===== src/rtl/med_rank_if.sv =====
// Request/result bundle between the median-rank selector and its controller.
// The controller side drives the samples, rank and start; the selector returns status and result.
interface med_rank_if #(
  parameter int WIDTH = 16,
  parameter int NUM   = 5
);
  localparam int RW = (NUM > 1) ? $clog2(NUM) : 1;

  logic                   medtop_med_start;
  logic [RW-1:0]          medtop_med_rank;
  logic [NUM*WIDTH-1:0]   medregs_med_reg_data;
  logic                   med_medtop_busy;
  logic                   med_medtop_finish;
  logic [WIDTH-1:0]       med_medtop_data;
  logic                   med_medtop_err;

  modport master (
    output medtop_med_start,
    output medtop_med_rank,
    output medregs_med_reg_data,
    input  med_medtop_busy,
    input  med_medtop_finish,
    input  med_medtop_data,
    input  med_medtop_err
  );

  modport slave (
    input  medtop_med_start,
    input  medtop_med_rank,
    input  medregs_med_reg_data,
    output med_medtop_busy,
    output med_medtop_finish,
    output med_medtop_data,
    output med_medtop_err
  );
endinterface


===== src/rtl/med_rank.sv =====
// Rank selector: loads NUM samples, sorts them by odd-even transposition
// (one phase per cycle), then returns the sample at the requested rank.
module med_rank #(
  parameter int WIDTH  = 16,
  parameter int NUM    = 5,
  parameter int SIGNED = 0
) (
  input  logic      clk,
  input  logic      rst_n,
  med_rank_if.slave bus
);
  localparam int RW = (NUM > 1) ? $clog2(NUM) : 1;
  localparam logic [WIDTH-1:0] MSB_MASK  = WIDTH'(1) << (WIDTH - 1);
  localparam logic [WIDTH-1:0] SIGN_FLIP = (SIGNED != 0) ? MSB_MASK : '0;

  typedef enum logic [2:0] {IDLE, LOAD, SORT, SEL, FIN} state_t;

  state_t           state_reg, state_next;
  logic [RW-1:0]    phase_reg;
  logic [RW-1:0]    rank_reg;
  logic [WIDTH-1:0] res_reg;
  logic             err_reg;
  logic [WIDTH-1:0] arr_reg    [NUM];
  logic [WIDTH-1:0] sorted_next[NUM];
  logic [NUM-2:0]   swap;
  logic             last_phase;
  logic             rank_oor;

  // Flipping the MSB maps two's-complement order onto unsigned order.
  function automatic logic [WIDTH-1:0] order_key(input logic [WIDTH-1:0] v);
    return v ^ SIGN_FLIP;
  endfunction

  assign last_phase = (phase_reg == RW'(NUM - 1));
  assign rank_oor   = ({1'b0, rank_reg} >= (RW + 1)'(NUM));

  // A pair (gi, gi+1) is active when its left index has the phase's parity.
  generate
    for (genvar gi = 0; gi < NUM - 1; gi++) begin : g_pair
      localparam logic PAIR_ODD = ((gi % 2) == 1);
      assign swap[gi] = (phase_reg[0] == PAIR_ODD) &&
                        (order_key(arr_reg[gi]) > order_key(arr_reg[gi+1]));
    end

    for (genvar gi = 0; gi < NUM; gi++) begin : g_elem
      if (gi == 0) begin : g_first
        assign sorted_next[gi] = swap[gi] ? arr_reg[gi+1] : arr_reg[gi];
      end else if (gi == NUM - 1) begin : g_last
        assign sorted_next[gi] = swap[gi-1] ? arr_reg[gi-1] : arr_reg[gi];
      end else begin : g_mid
        assign sorted_next[gi] = swap[gi]   ? arr_reg[gi+1] :
                                 swap[gi-1] ? arr_reg[gi-1] : arr_reg[gi];
      end
    end
  endgenerate

  always_ff @(posedge clk or negedge rst_n) begin
    if (!rst_n) begin
      state_reg <= IDLE;
    end else begin
      state_reg <= state_next;
    end
  end

  always_comb begin
    state_next = state_reg;
    case (state_reg)
      IDLE:    if (bus.medtop_med_start) state_next = LOAD;
      LOAD:    state_next = SORT;
      SORT:    if (last_phase) state_next = SEL;
      SEL:     state_next = FIN;
      FIN:     state_next = IDLE;
      default: state_next = IDLE;
    endcase
  end

  always_comb begin
    bus.med_medtop_busy   = (state_reg != IDLE);
    bus.med_medtop_finish = (state_reg == FIN);
  end

  always_ff @(posedge clk or negedge rst_n) begin
    if (!rst_n) begin
      phase_reg <= '0;
      rank_reg  <= '0;
      res_reg   <= '0;
      err_reg   <= 1'b0;
      for (int i = 0; i < NUM; i++) arr_reg[i] <= '0;
    end else begin
      case (state_reg)
        LOAD: begin
          for (int i = 0; i < NUM; i++)
            arr_reg[i] <= bus.medregs_med_reg_data[i*WIDTH +: WIDTH];
          rank_reg  <= bus.medtop_med_rank;
          phase_reg <= '0;
        end
        SORT: begin
          for (int i = 0; i < NUM; i++) arr_reg[i] <= sorted_next[i];
          phase_reg <= last_phase ? '0 : phase_reg + RW'(1);
        end
        SEL: begin
          // Out-of-range ranks saturate to the largest sample and flag an error.
          if (rank_oor) begin
            res_reg <= arr_reg[NUM-1];
            err_reg <= 1'b1;
          end else begin
            res_reg <= arr_reg[rank_reg];
            err_reg <= 1'b0;
          end
        end
        default: ;
      endcase
    end
  end

  assign bus.med_medtop_data = res_reg;
  assign bus.med_medtop_err  = err_reg;
endmodule


===== src/flat_wrapper.sv =====
// flat-port wrapper written by rule: the top's interface ports become plain ports
module med_rank_flat 
#(
  parameter int WIDTH  = 16,
  parameter int NUM    = 5,
  parameter int SIGNED = 0
)
  (clk, rst_n, bus_medtop_med_start, bus_medtop_med_rank, bus_medregs_med_reg_data, bus_med_medtop_busy, bus_med_medtop_finish, bus_med_medtop_data, bus_med_medtop_err);
  med_rank_if #(.WIDTH(WIDTH), .NUM(NUM)) bus_i ();
  input  logic clk;
  input  logic rst_n;
  input wire logic [$bits(bus_i.medtop_med_start)-1:0] bus_medtop_med_start;
  input wire logic [$bits(bus_i.medtop_med_rank)-1:0] bus_medtop_med_rank;
  input wire logic [$bits(bus_i.medregs_med_reg_data)-1:0] bus_medregs_med_reg_data;
  output wire logic [$bits(bus_i.med_medtop_busy)-1:0] bus_med_medtop_busy;
  output wire logic [$bits(bus_i.med_medtop_finish)-1:0] bus_med_medtop_finish;
  output wire logic [$bits(bus_i.med_medtop_data)-1:0] bus_med_medtop_data;
  output wire logic [$bits(bus_i.med_medtop_err)-1:0] bus_med_medtop_err;
  assign bus_i.medtop_med_start = bus_medtop_med_start;
  assign bus_i.medtop_med_rank = bus_medtop_med_rank;
  assign bus_i.medregs_med_reg_data = bus_medregs_med_reg_data;
  assign bus_med_medtop_busy = bus_i.med_medtop_busy;
  assign bus_med_medtop_finish = bus_i.med_medtop_finish;
  assign bus_med_medtop_data = bus_i.med_medtop_data;
  assign bus_med_medtop_err = bus_i.med_medtop_err;
  med_rank #(.WIDTH(WIDTH), .NUM(NUM), .SIGNED(SIGNED)) u_core (.clk(clk), .rst_n(rst_n), .bus(bus_i));
endmodule

===== config.mk =====
export PLATFORM = sky130hd
export DESIGN_NAME = med_rank_flat
export DESIGN_NICKNAME = d
export VERILOG_FILES = /design/src/rtl/med_rank_if.sv /design/src/rtl/med_rank.sv /design/src/flat_wrapper.sv
export SDC_FILE = /design/constraint.sdc
export NUM_CORES = 1
export LEC_CHECK = 0
export CORE_ASPECT_RATIO = 0.75
export CORE_MARGIN = 5
export CORE_UTILIZATION = 60
export CTS_CLUSTER_SIZE = 24
export DETAILED_ROUTE_END_ITERATION = 10
export HOLD_SLACK_MARGIN = 0.02
export PLACE_DENSITY = 0.87
export SYNTH_ARGS = -nofsm -noshare
export SYNTH_HDL_FRONTEND = slang
export SYNTH_SLANG_ARGS = --single-unit

===== constraint.sdc =====
create_clock -name clk -period 6.8 [get_ports clk]
set_input_delay 1.36 -clock clk [delete_from_list [all_inputs] [get_ports clk]]
set_output_delay 1.36 -clock clk [all_outputs]
set_load 0.02 [all_outputs]

# --- Yosys cells after proc, flatten, opt, wreduce, memory -nomap -nowiden ---
# Index checks and enable logic that the tools add are counted.
# W data, S select, Z words.
op_classes:
  n_mux: 19
  n_eq_ne: 12
  bitwise: 2
  magnitude_cmp: 6
  n_reduce_logical: 13
  add_sub_neg: 1
op_table:
  columns: ["op", "count"]
  rows:
  - ["$mux W16", 11]
  - ["$pmux W80 S2", 1]
  - ["$gt A16 B16 Y1", 4]
  - ["$bmux W16 S3", 1]
  - ["$pmux W3 S4", 1]
  - ["$reduce_and A2 Y1", 6]
  - ["$mux W3", 3]
  - ["$ne A3 B1 Y1 const B", 3]
  - ["$eq A3 B2 Y1 const B", 2]
  - ["$eq A3 B3 Y1 const B", 2]
  - ["$ne A2 B1 Y1 const B", 3]
  - ["$pmux W3 S2", 1]
  - ["$ge A4 B4 Y1 const B", 1]
  - ["$logic_and A1 B1 Y1", 4]
  - ["$not A3 Y4", 1]
  - ["$add A3 B1 Y3 const B", 1]
  - ["$eq A3 B1 Y1 const B", 1]
  - ["$ge A3 B3 Y1 const B", 1]
  - ["$logic_not A3 Y1", 1]
  - ["$reduce_bool A3 Y1", 1]
  - ["$ne A2 B2 Y1 const B", 1]
  - ["$reduce_bool A2 Y1", 1]
  - ["$mux W1", 1]
  - ["$not A1 Y1", 1]
word_totals:
  word_cells: 63
  ff_bits: 106
  inputBits: 86
  out_inout_bits: 19

# --- Longest topological paths before layout ---
# Gate-level depths: netlist of the first run.
depth:
  depth_word: 5
  mapped_depth: 11
  ltp_nobuf: 9

# --- Worst setup path before layout of the first run ---
# No wires, ideal clock.
synth_path:
  path_kind: "register to register"
  start: "register u_core.arr_reg[39] in the netlist's numbering"
  end: "register u_core.arr_reg[54] in the netlist's numbering"
  slack_ns: 4.188
  setup_ns: 0.125
  period_less_slack_ns: 2.612
  arrival_ns: 2.487
  stages_incl_launch_ff: 11
  n_path_buf: 2
  cell_sequence: "dfrtp_1 > inv_1 > ha_1 > a21oi_1 > o21ai_0 > a221o_1 > o311a_1 > buf_4 > a21boi_4 > buf_6 > mux2_4"
synth_between:
  elab_chain_cells: 4
  word_cells_on_any_way: 6
synth_rtl:
  columns: ["element", "line", "source"]
  rows:
  - ["start: declaration", "med_rank.sv:23", "logic [WIDTH-1:0] arr_reg [NUM];"]
  - ["start signal: indexed assignment", "med_rank.sv:93", "arr_reg[i] <= bus.medregs_med_reg_data[i*WIDTH +: WIDTH];"]
  - ["$gt A16 B16 Y1 *", "med_rank.sv:42", "(order_key(arr_reg[gi]) > order_key(arr_reg[gi+1]));"]
  - ["$logic_and A1 B1 Y1 *", "med_rank.sv:41", "assign swap[gi] = (phase_reg[0] == PAIR_ODD) &&"]
  - ["$mux W16 / $ne A3 B1 Y1 (equally long branches)", null, null]
  - ["$pmux W80 S2 / $reduce_and A2 Y1 (equally long branches)", null, null]
# Every way passes the cells marked *; elsewhere a longest branch is shown, timed or not.
# A chain may end at the register's enable or synchronous reset.

# --- Worst setup path after layout of the first run ---
layout_path:
  start: "register u_core.arr_reg[39] in the netlist's numbering"
  end: "register u_core.arr_reg[34] in the netlist's numbering"
layout_between:
  elab_chain_cells: 4
  word_cells_on_any_way: 8
layout_rtl:
  columns: ["element", "line"]
  rows:
  - ["$gt A16 B16 Y1", "med_rank.sv:42"]
  - ["$logic_and A1 B1 Y1", "med_rank.sv:41"]
  - ["$mux W16 / $ne A3 B1 Y1 (equally long branches)", null]
  - ["$pmux W80 S2 / $reduce_and A2 Y1 (equally long branches)", null]
# Parallel ways exist; a longest one is shown, timed or not.

==> flow_results.org, run 1 <==
** Clock network
- Root buffer cell :: sky130_fd_sc_hd__clkbuf_16
- Clock-pin slew on the worst setup and hold paths :: 80 ps
- TritonCTS built the clock tree.
- Post-CTS setup buffers :: 0
- Clock Latency Late Sink :: 360 ps
- Depth of the CTS H-tree :: 3
- Maximum number of buffers from clock root to sink :: 2
- Number of buffers inserted during clock tree synthesis :: 9
- CTS saw 106 sinks.
- The number of gates resized after CTS was 0.
- For this design, the CTS-stage hold fixing added 0 buffers.

** Logic synthesis
- The cell area that synthesis handed to floorplanning was 0.00753 sq mm.
- Yosys cell types :: 55
- After synthesis, flip-flops and latches occupy 35.2% of the total area.
- Summing the areas of all compound-gate instances in the mapped netlist gives 18.5% of the synthesized area.
- The portion of synthesized area spent on multiplexers is 18.2%.
- Total number of yosys warnings :: 0
- After synthesis, the largest family of logic cells by area is compound AO/OA/AOI/OAI gates.
- Post-Synthesis Cells :: 780
- The number of nets handed over by synthesis was 932.
- After Yosys synthesis, XOR and XNOR cells account for 0% of the synthesized area.
- Share of synthesized registers carrying an async set or reset :: 100%
- Summing the areas of all fa, ha and maj instances in the mapped netlist gives 11.0% of the synthesized area.
- The most used flip-flop cell after synthesis is sky130_fd_sc_hd__dfrtp_1.
- After synthesis, the mean cell area works out to 9.66 sq um.
- Summing the areas of all and, or, nand and nor instances in the mapped netlist gives 10.6% of the synthesized area.
- In this run, synthesis inferred 0 flip-flops with an integrated enable.
- Number of storage elements in the synthesis netlist :: 106

** Floorplan
- From bottom edge to top edge, the die measures 107 um.
- Die area :: 0.0149 sq mm
- Horizontal die dimension :: 139 um
- During I/O placement, the number of pins put on the boundary was 105.
- Once the floorplan was initialized, standard cells occupied 61.2% of the core.
- In this run the standard cell core region covers 0.0123 sq mm.
- Number of rows created at floorplan :: 35

** Place
- RePlAce Congestion :: 0.960
- In this run the cell area measured after placement is 0.00858 sq mm.
- Buffers on Ports :: 104
- Post-detailed-placement half-perimeter wirelength :: 16300 um

** Critical path
- Cell count of the worst reg-to-reg path :: 8
- Kind of start point of the critical path :: register
- Worst reg2reg endpoint :: u_core.arr_reg[34]$_DFFE_PN0P_
- In this run the worst setup path terminates at u_core.arr_reg[34]$_DFFE_PN0P_.
- Cell count along the critical path :: 8
- Data arrives at the worst endpoint at 3980 ps.
- Largest driver fanout on the critical path :: 32
- The worst setup path is captured at a register.
- For this design, the slowest cell found on the critical path is sky130_fd_sc_hd__a211oi_4.
- Dominant delay contributor by cell family on the critical path :: compound AO/OA/AOI/OAI gates
- The critical path goes through inv_1, ha_1, a21oi_1, o21ai_0, a221o_1, o311a_1, a211oi_4, o31ai_1.
- Launch point of the critical path :: u_core.arr_reg[39]$_DFFE_PN0P_
- Data required, critical path :: 6980 ps
- By startpoint and endpoint, the worst setup path is classified as reg2reg.
- For this run, the slowest stage of the critical path takes 1180 ps.
- The worst register-to-register path has a setup slack of 3000 ps.
- Startpoint of the worst-slack reg-to-reg timing path :: u_core.arr_reg[39]$_DFFE_PN0P_
- Together, buffers and inverters on the worst path number 1.

** Timing
- Final hold violations :: 0
- Worst Tran Pin Value :: 1270 ps
- The number of slew-limit violations in the final report is 0.
- Tightest hold margin :: 484 ps
- The routed design could run at a clock period as short as 3800 ps.
- Timing would allow up to 263 MHz.
- Measured against its own limit, the worst slew margin works out to 15.2%.
- The clock arrives with 9.40 ps of skew.
- Final period utilization :: 55.9%
- Setup repair after global routing missed its margin :: false
- Post-route setup TNS :: 0 ps
- Setup violations remaining at the end of the flow were counted as 0.

** Layout
- The finished cells cover 0.00891 sq mm.
- NumNets Final :: 1004
- The number of antenna diodes in the final layout is 0.
- Most common library cell in the layout ignoring fill and taps :: sky130_fd_sc_hd__dfrtp_1
- Max FFs per register :: 80
- End-of-flow core utilization :: 72.4%
- Cells with a size suffix above 1 make up 9.80% of the layout.
- The top cell types in the final layout, fill and taps aside, are sky130_fd_sc_hd__dfrtp_1 (106), sky130_fd_sc_hd__clkdlybuf4s50_1 (103), sky130_fd_sc_hd__mux2i_1 (78), sky130_fd_sc_hd__nand2_1 (76), sky130_fd_sc_hd__a21oi_1 (71).
- Relative to the synthesized area, the layout overhead comes to 18.3%.

** Detailed routing
- The routed layout has 6574 vias.
- Post-detailed-routing wire length :: 21600 um
- After detailed routing, the number of remaining DRC violations is 0.
- Vias per cell :: 6.43
- 1st-pass router iterations :: 5
- After detailed routing, the average wire length per cell comes to 21.1 um.
- Initial DRC count :: 1052
- The count of nets left with antenna violations once routing finished came out at 0.

** Global route
- Global-route layer with the greatest usage :: met1
- For this run, global-route usage on met1 was measured as 43.6%.
- The first global-routing pass estimated 34500 um of wire.
- Vias in the first global route :: 6459
- In the global route stage, met2 resource usage came out at 43.3%.
- Entering global routing, the biggest net connects 60 pins.
- For this run, the total global-route usage over all layers was measured as 29.2%.
- The initial antenna violation count came to 0.
- Aggregate global routing overflow :: 0
- Global routing consumed, on the met3 layer, 6.15% of the routing resources.

** Outcome
- Run status :: finished, final reports clean

** Power
- Power comes to 4.99 mW.
- For this design the static power due to leakage is 4.05 nW.
- Pwr dens :: 560 mW/mm^2
- Peak supply drop :: 0.311 mV

** Job
- Max-cap viol count :: 0

** Hold path
- Worst min-delay path category :: reg2reg
synth_stat cells, drive strengths merged (19+ instances only):
library cell	instances	area, sq um
a211oi	20	175
a21oi	71	355
buf	19	128
clkbuf	28	105
dfrtp	106	2650
ha	66	826
inv	69	259
mux2i	78	781
nand2	77	292
nor2	41	156
nor3	19	95.1
o21ai	43	215
area by class of cell:
type                            instances  area (sq um)
Multi-Input combinational cell        558          4390
Fill cell                             851          3400
Sequential cell                       106          2650
Timing Repair Buffer                  108          1070
Inverter                               69           259
Clock buffer                            9           225
Tap cell                              166           208
Clock inverter                          7           108
how the worst min path moves through the flow:
stage | start | to | slack [ps] | cells past startpoint
after CTS | u_core.bus.med_medtop_data[6]$_DFFE_PN0P_ | u_core.bus.med_medtop_data[6]$_DFFE_PN0P_ | 490 | 2
final | u_core.bus.med_medtop_data[3]$_DFFE_PN0P_ | u_core.bus.med_medtop_data[3]$_DFFE_PN0P_ | 480 | 2
after global routing | u_core.bus.med_medtop_data[4]$_DFFE_PN0P_ | u_core.bus.med_medtop_data[4]$_DFFE_PN0P_ | 510 | 2
after detailed placement | u_core.bus.med_medtop_data[6]$_DFFE_PN0P_ | u_core.bus.med_medtop_data[6]$_DFFE_PN0P_ | 470 | 2
after global placement | u_core.bus.med_medtop_data[8]$_DFFE_PN0P_ | u_core.bus.med_medtop_data[8]$_DFFE_PN0P_ | 460 | 2
after floorplan | u_core.phase_reg[2]$_DFFE_PN0N_ | u_core.phase_reg[2]$_DFFE_PN0N_ | 470 | 1
worst register-to-register path, cell delays in order, from the launching register on:
cell and delay (ps):
sky130_fd_sc_hd__dfrtp_1 440, sky130_fd_sc_hd__inv_1 100, sky130_fd_sc_hd__ha_1 340, sky130_fd_sc_hd__a21oi_1 150
sky130_fd_sc_hd__o21ai_0 110, sky130_fd_sc_hd__a221o_1 350, sky130_fd_sc_hd__o311a_1 710, sky130_fd_sc_hd__a211oi_4 1190
sky130_fd_sc_hd__o31ai_1 230
where the power goes:
part           total (mW)  internal, mW  switching [mW]
Combinational        2.87          1.34            1.53
Clock               0.587         0.330           0.256
Sequential           1.53         0.952           0.575
through the flow:
step | instances | worst slack, ps
final | 1023 | 3000
after global routing | 1023 | 2790
after CTS | 1023 | 3050
after detailed placement | 1007 | 3110
after global placement | 1007 | 3240
after floorplan | 780 | 4190
cells by family (layout without fill, tap and decap cells):
| family | count (synthesis) | count (layout) |
|---|---|---|
| simple gates | 173 | 173 |
| compound gates | 208 | 208 |
| flops | 106 | 106 |
| buf+inv | 116 | 193 |
| fa+ha+maj | 66 | 66 |
| mux | 111 | 111 |
per-layer routing:
| metal | routed length [um] | vias to the layer above | part of all wire [%] |
|---|---|---|---|
| li1 | - | 2991 | - |
| met1 | 9360 | 3096 | 43 |
| met2 | 9260 | 433 | 43 |
| met3 | 2610 | 54 | 12 |
| met4 | 414 | 0 | 1.9 |
| met5 | 0 | - | 0 |
Note: power is estimated with default switching activity, not from simulation.
==> run 2, diff against run 1 <==
--- a/config.mk
+++ b/config.mk
@@ -7,11 +7,11 @@
 export LEC_CHECK = 0
 export CORE_ASPECT_RATIO = 0.75
 export CORE_MARGIN = 5
-export CORE_UTILIZATION = 60
+export CORE_UTILIZATION = 56
 export CTS_CLUSTER_SIZE = 24
 export DETAILED_ROUTE_END_ITERATION = 10
 export HOLD_SLACK_MARGIN = 0.02
-export PLACE_DENSITY = 0.87
+export PLACE_DENSITY = 0.82
 export SYNTH_ARGS = -nofsm -noshare
 export SYNTH_HDL_FRONTEND = slang
 export SYNTH_SLANG_ARGS = --single-unit
==> constraint.sdc (replaced) <==
create_clock -name clk -period 3.7 [get_ports clk]
set_input_delay 0.74 -clock clk [delete_from_list [all_inputs] [get_ports clk]]
set_output_delay 0.74 -clock clk [all_outputs]
set_load 0.02 [all_outputs]
==> run 2 against run 1 <==
Net effect:
- final cell count rose by 1.7%
- first-iteration DRC count fell by 29%
- die area rose by 6.5%
- design area rose by 0.98%
- flip-flop and latch count did not move
- core utilization fell by 3.5 points
- highest routed layer unchanged
- critical path depth fell by 1
- sequential share of layout area fell by 0.29 points
==> flow_results.org, run 2 (synthesis gave the netlist of run 1 again) <==
** Timing
- Shortest clock period the worst path allows after layout :: 3170 ps
- Setup repair after global routing left no endpoint under its margin.
- Measured against its own limit, the worst slew margin works out to 28.7%.
- The number of slew-limit violations in the final report is 0.
- On the final layout, the worst clock skew is 7.91 ps.
- Final hold violations :: 0
- Adding up every negative setup slack in the final design gives 0 ps.
- Achievable frequency :: 315 MHz
- Worst Tran Pin Value :: 1070 ps
- Final setup fails :: 0
- In the finished design, the share of the clock period the worst path needs comes to 85.8%.

** Clock network
- The tree is rooted in a sky130_fd_sc_hd__clkbuf_16.
- The H-tree was split into 3 levels.
- Post-CTS repair changed the size of 0 cells.
- Clock-pin slew on the worst setup and hold paths :: 80 ps
- Maximum number of buffers from clock root to sink :: 2
- TritonCTS created 9 clock buffers.
- Clock tree from TritonCTS :: yes
- Cts-stage hold buffer count :: 0
- Sink Count :: 106
- Once the clock tree was built, the setup fixing pass inserted 0 buffers.
- For the worst-skew pair, the clock arrives at the later sink with an insertion delay of 360 ps.

** Detailed routing
- The first TritonRoute pass finished after 5 iterations.
- Initial DRC count :: 748
- For this run, design rule violations remaining after detail routing come to 0.
- Routed wirelength normalized by instance count :: 20.9 um
- For this block, the routed nets add up to 21700 um of wire.
- Vias per cell :: 6.34
- Antenna Violating Nets Remaining :: 0
- Detailed-route via count :: 6593

** Global route
- Number of antenna violations at the first check in global routing :: 0
- Global routing used 27.4% of the available tracks.
- Entering global routing, the biggest net connects 65 pins.
- Aggregate global routing overflow :: 0
- The number of global-route vias before repair is 6489.
- First-pass GRT wire length :: 34700 um

** Critical path
- STA classifies the critical path startpoint as a register.
- For the worst setup path, the data required time is 4000 ps.
- Largest driver fanout on the critical path :: 18
- Setup slack on the worst reg-to-reg path comes out at 530 ps.
- In this run the critical register-to-register path is captured at u_core.arr_reg[18]$_DFFE_PN0P_.
- Critical path capture point type :: register
- Startpoint of the worst-slack reg-to-reg timing path :: u_core.arr_reg[31]$_DFFE_PN0P_
- Setup Crit Path Kind :: reg2reg
- STA puts the critical path data arrival time at 3470 ps.
- Measured in cells, the most critical reg-to-reg path has a length of 7.

** Power
- After layout, the design draws a total of 9.17 mW.
- Leakage power :: 4.10 nW
- Peak supply drop :: 0.482 mV
- Power spread over the standard cell area amounts to 1020 mW/mm^2.

** Outcome
- The flow ran to the end, and the final reports show no timing, DRC or antenna violations.

** Floorplan
- Die area :: 0.0159 sq mm
- Die Span Y :: 110 um
- Initial standard-cell utilization of the core :: 57.7%
- Placeable core region :: 0.0131 sq mm
- Io pins :: 105
- Number of rows created at floorplan :: 36
- Measured along the x axis, the die boundary spans 144 um.

** Layout
- The area growth from synthesis to layout is 19.4%.
- The register with the most flip-flops in the layout has 80 of them.
- NumNets Final :: 1016
- Most common library cell in the layout ignoring fill and taps :: sky130_fd_sc_hd__dfrtp_1
- In the layout the commonest cells are sky130_fd_sc_hd__dfrtp_1 (106), sky130_fd_sc_hd__clkdlybuf4s50_1 (103), sky130_fd_sc_hd__mux2i_1 (78), sky130_fd_sc_hd__nand2_1 (76), sky130_fd_sc_hd__a21oi_1 (71).
- In the final layout, the share of cells above drive strength 1 is 11.0%.
- Post-layout instance count excluding filler cells :: 1040
- 0 antenna diodes ended up in the layout.

** Place
- Total instance count after detailed placement :: 1024
- RePlAce Congestion :: 0.951
- Port buffering added 104 buffers.
- Detailed placement finished with a half-perimeter wire length of 16600 um.

** Hold path
- The path class of the tightest hold or removal check is in2async.

** Job
- Max-cap violations in this run came to 0.
==> run 2: stage by stage <==
step	hold slack, ps	util [%]	setup slack, ps	instance area (sq um)
finish	465	68.9	527	9000
global route	509	68.9	414	9000
CTS	492	68.9	577	9000
detailed placement	476	66.5	596	8680
global placement	461	66.5	675	8680
floorplan	444	-	1090	7530
==> run 2: where the power goes <==
group,leakage (nW),total [mW],internal (mW),switching [mW]
Clock,0.150,1.01,0.551,0.460
Sequential,1.27,2.73,1.75,0.977
Combinational,2.68,5.43,2.53,2.91
Total,4.10,9.17,4.83,4.34
==> run 2: layout make-up <==
cell class | count | area (sq um)
fill | 1008 | 4070
tap | 171 | 214
sequential | 106 | 2650
inverter | 69 | 259
clock inverter | 6 | 72.6
timing repair buffer | 120 | 1170
multi-input combinational | 558 | 4390
clock buffer | 10 | 239
==> run 2: worst max-delay path by stage <==
stage / startpoint / endpoint / depth (start not counted)
6_report: u_core.arr_reg[31]$_DFFE_PN0P_ / u_core.arr_reg[18]$_DFFE_PN0P_ / 7
4_1_cts: u_core.arr_reg[31]$_DFFE_PN0P_ / u_core.arr_reg[18]$_DFFE_PN0P_ / 7
3_5_place_dp: u_core.arr_reg[31]$_DFFE_PN0P_ / u_core.arr_reg[18]$_DFFE_PN0P_ / 7
5_1_grt: u_core.arr_reg[31]$_DFFE_PN0P_ / u_core.arr_reg[18]$_DFFE_PN0P_ / 7
2_1_floorplan: u_core.arr_reg[39]$_DFFE_PN0P_ / u_core.arr_reg[54]$_DFFE_PN0P_ / 10
3_3_place_gp: u_core.arr_reg[31]$_DFFE_PN0P_ / u_core.arr_reg[18]$_DFFE_PN0P_ / 7
==> run 2: per-layer routing <==
layer | share of wire [%] | vias to the layer above | global-route usage, % | wire [um]
met1 | 46 | 3172 | 43.0 | 9990
met5 | 0 | - | 0 | 0
met2 | 41 | 368 | 37.2 | 8800
met4 | 2.2 | 0 | 7.28 | 471
li1 | - | 3014 | - | -
met3 | 11 | 39 | 7.17 | 2460
==> run 2: worst max-delay path, cell delays in order (launching register included) <==
cell                       delay (ps)
sky130_fd_sc_hd__dfrtp_1          520
sky130_fd_sc_hd__inv_1             80
sky130_fd_sc_hd__ha_1             360
sky130_fd_sc_hd__nand4_1          240
sky130_fd_sc_hd__a2111o_1         510
sky130_fd_sc_hd__a31oi_4          550
sky130_fd_sc_hd__or3_1            540
sky130_fd_sc_hd__o221a_2          310
==> run 3, diff against run 2 <==
--- a/config.mk
+++ b/config.mk
@@ -6,7 +6,6 @@
 export NUM_CORES = 1
 export LEC_CHECK = 0
 export CORE_ASPECT_RATIO = 0.75
-export CORE_MARGIN = 5
 export CORE_UTILIZATION = 56
 export CTS_CLUSTER_SIZE = 24
 export DETAILED_ROUTE_END_ITERATION = 10
==> run 3 against run 2 <==
Net effect:
- first-iteration DRC count is 3.2% lower
- register-to-register slack about the same
- clock power shrank 8%
- critical endpoint unchanged
- highest routed layer unchanged
==> flow_results.org, run 3 (synthesis gave the netlist of run 1 again) <==
** Layout
- End-of-flow core utilization :: 68.7%
- Final Instance Area :: 0.00897 sq mm
- Max FFs per register :: 80
- The library cell used most frequently in the layout, excluding fill and tap cells, is sky130_fd_sc_hd__dfrtp_1.
- Commonest cells after routing, fill and taps aside :: sky130_fd_sc_hd__dfrtp_1 (106), sky130_fd_sc_hd__clkdlybuf4s50_1 (103), sky130_fd_sc_hd__mux2i_1 (78), sky130_fd_sc_hd__nand2_1 (76), sky130_fd_sc_hd__a21oi_1 (71)
- After the last flow step, the layout net total stands at 1019.
- Area growth syn-to-layout :: 19.1%
- Ratio of cells with drive above 1 in the final layout :: 11.2%
- # diodes :: 0

** Clock network
- Post-CTS setup buffers :: 0
- Clock Latency Late Sink :: 350 ps
- For this design, the CTS-stage hold fixing added 0 buffers.
- Root buffer cell :: sky130_fd_sc_hd__clkbuf_16
- Clock-pin slew was measured on the worst setup and hold paths at 70 ps.
- Maximum number of buffers from clock root to sink :: 2
- Sink Count :: 106
- Depth of the CTS H-tree :: 3
- Number of buffers inserted during clock tree synthesis :: 9
- Clock tree from TritonCTS :: yes
- Gates resized during post-CTS repair numbered 0.

** Floorplan
- In this run the vertical extent of the chip is 102 um.
- After floorplanning, the core was divided into 36 placement rows.
- For this configuration, the core starts out at a cell density of 57.7%.
- In this run the horizontal extent of the chip is 136 um.
- Io pins :: 105
- Die area :: 0.0139 sq mm
- Placeable core region :: 0.0131 sq mm

** Timing
- Final period utilization :: 85.6%
- Worst Tran Pin Value :: 1100 ps
- Worst slew margin relative to its limit :: 26.3%
- Once routing completed, OpenROAD measured the worst setup slack at 533 ps.
- Setup repair after global routing missed its margin :: false
- Final setup fails :: 0
- Max-slew violations :: 0
- Clock tree skew after final layout :: 4.79 ps
- Achievable frequency :: 316 MHz
- Final hold violations :: 0
- Counting I/O delays and the setup requirement, the final critical path takes 3170 ps.
- After routing, the total negative slack on setup checks comes to 0 ps.

** Place
- Post-detailed-placement half-perimeter wirelength :: 16400 um
- Input and output buffers added on the ports amount to 104.
- RePlAce Congestion :: 0.964
- The placed instances occupy a cell area of 0.00869 sq mm.
- Worst slack at placement :: 587 ps

** Outcome
- The flow ran to the end, and the final reports show no timing, DRC or antenna violations.

** Critical path
- STA puts the critical path data required time at 3990 ps.
- Delay of the slowest critical-path stage :: 580 ps
- The critical path is of the reg2reg type.
- Data on the critical path arrives at its endpoint at 3450 ps.
- Critical path capture point type :: register
- The cell family contributing the most delay on the critical path is compound AO/OA/AOI/OAI gates.
- STA classifies the critical path startpoint as a register.
- The slowest stage of the critical path belongs to the cell sky130_fd_sc_hd__a31oi_4.
- In this run the worst path has a maximum fanout of 18.
- Worst reg2reg setup slack :: 530 ps
- Together, buffers and inverters on the worst path number 1.
- Worst-path cell chain :: inv_1, ha_1, nand4_1, a2111o_1, a31oi_4, or3_1, o221a_2

** Power
- VDD sags by at most 0.581 mV.
- The design draws 9.13 mW.
- Power spread over the standard cell area amounts to 1020 mW/mm^2.
- The analysis attributes to cell leakage a power of 4.09 nW.

** Detailed routing
- Routed met3 length :: 2210 um
- Detailed-route via count :: 6507
- After detailed routing, the number of remaining DRC violations is 0.
- In the final routing, the length of wire on met1 measures 10200 um.
- 1st-pass router iterations :: 6
- After detailed routing, the number of vias per cell comes to 6.24.
- Wire segments on met2 add up to 8760 um in the final route.
- The routed design has 21400 um of wire.
- Top layer used by detailed routing :: met4
- After detailed routing, the average wire length per cell comes to 20.6 um.
- Antenna Violating Nets Remaining :: 0
- Initial DRC count :: 724

** Global route
- Maximum number of pins on one net before global-route repair :: 53
- Aggregate global routing overflow :: 0
- The initial antenna violation count was 0.
- The first global-routing pass estimated 33900 um of wire.
- In the global route stage, overall resource usage came out at 32.6%.
- Vias in the first global route :: 6185

** Hold path
- Worst min-delay path category :: in2async

** Job
- Max-cap viol count :: 0
==> run 3: changes by cell type in the layout (fill, tap and decap cells not counted), sizes merged <==
cell,before,now
inv,71,72
bufinv,1,0
buf,17,20
==> run 3: final timing paths <==
check / cells past startpoint / from / endpoint
setup / recovery: 7 / u_core.arr_reg[31]$_DFFE_PN0P_ / u_core.arr_reg[18]$_DFFE_PN0P_
hold / removal: 1 / rst_n / u_core.bus.med_medtop_data[2]$_DFFE_PN0P_
setup reg to reg: 7 / u_core.arr_reg[31]$_DFFE_PN0P_ / u_core.arr_reg[18]$_DFFE_PN0P_
hold reg to reg: 2 / u_core.bus.med_medtop_data[3]$_DFFE_PN0P_ / u_core.bus.med_medtop_data[3]$_DFFE_PN0P_
max in group asynchronous: 2 / rst_n / u_core.arr_reg[79]$_DFFE_PN0P_
min in group clk: 2 / u_core.bus.med_medtop_data[3]$_DFFE_PN0P_ / u_core.bus.med_medtop_data[3]$_DFFE_PN0P_
==> run 3: area by class of cell <==
cell class                      count  area (sq um)
Fill cell                        1013          4090
Multi-Input combinational cell    558          4390
Clock buffer                       10           229
Tap cell                          171           214
Clock inverter                      6          47.5
Sequential cell                   106          2650
Inverter                           69           259
Timing Repair Buffer              123          1180
==> run 3: stage by stage <==
step,hold slack [ps],cells
floorplan,444,780
global placement,462,1027
finish,430,1043
global route,483,1043
CTS,451,1043
detailed placement,472,1027
==> run 3: report_power, final <==
group	leakage, nW	internal [mW]	switching (mW)
clock	0.134	0.465	0.462
combinational	2.69	2.54	2.94
sequential	1.27	1.75	0.969
==> run 3: layer usage <==
layer | vias up | global-route usage, %
met5 | - | 0
met4 | 0 | 6.58
met3 | 28 | 6.80
met2 | 353 | 47.1
met1 | 3113 | 50.0
li1 | 3013 | -
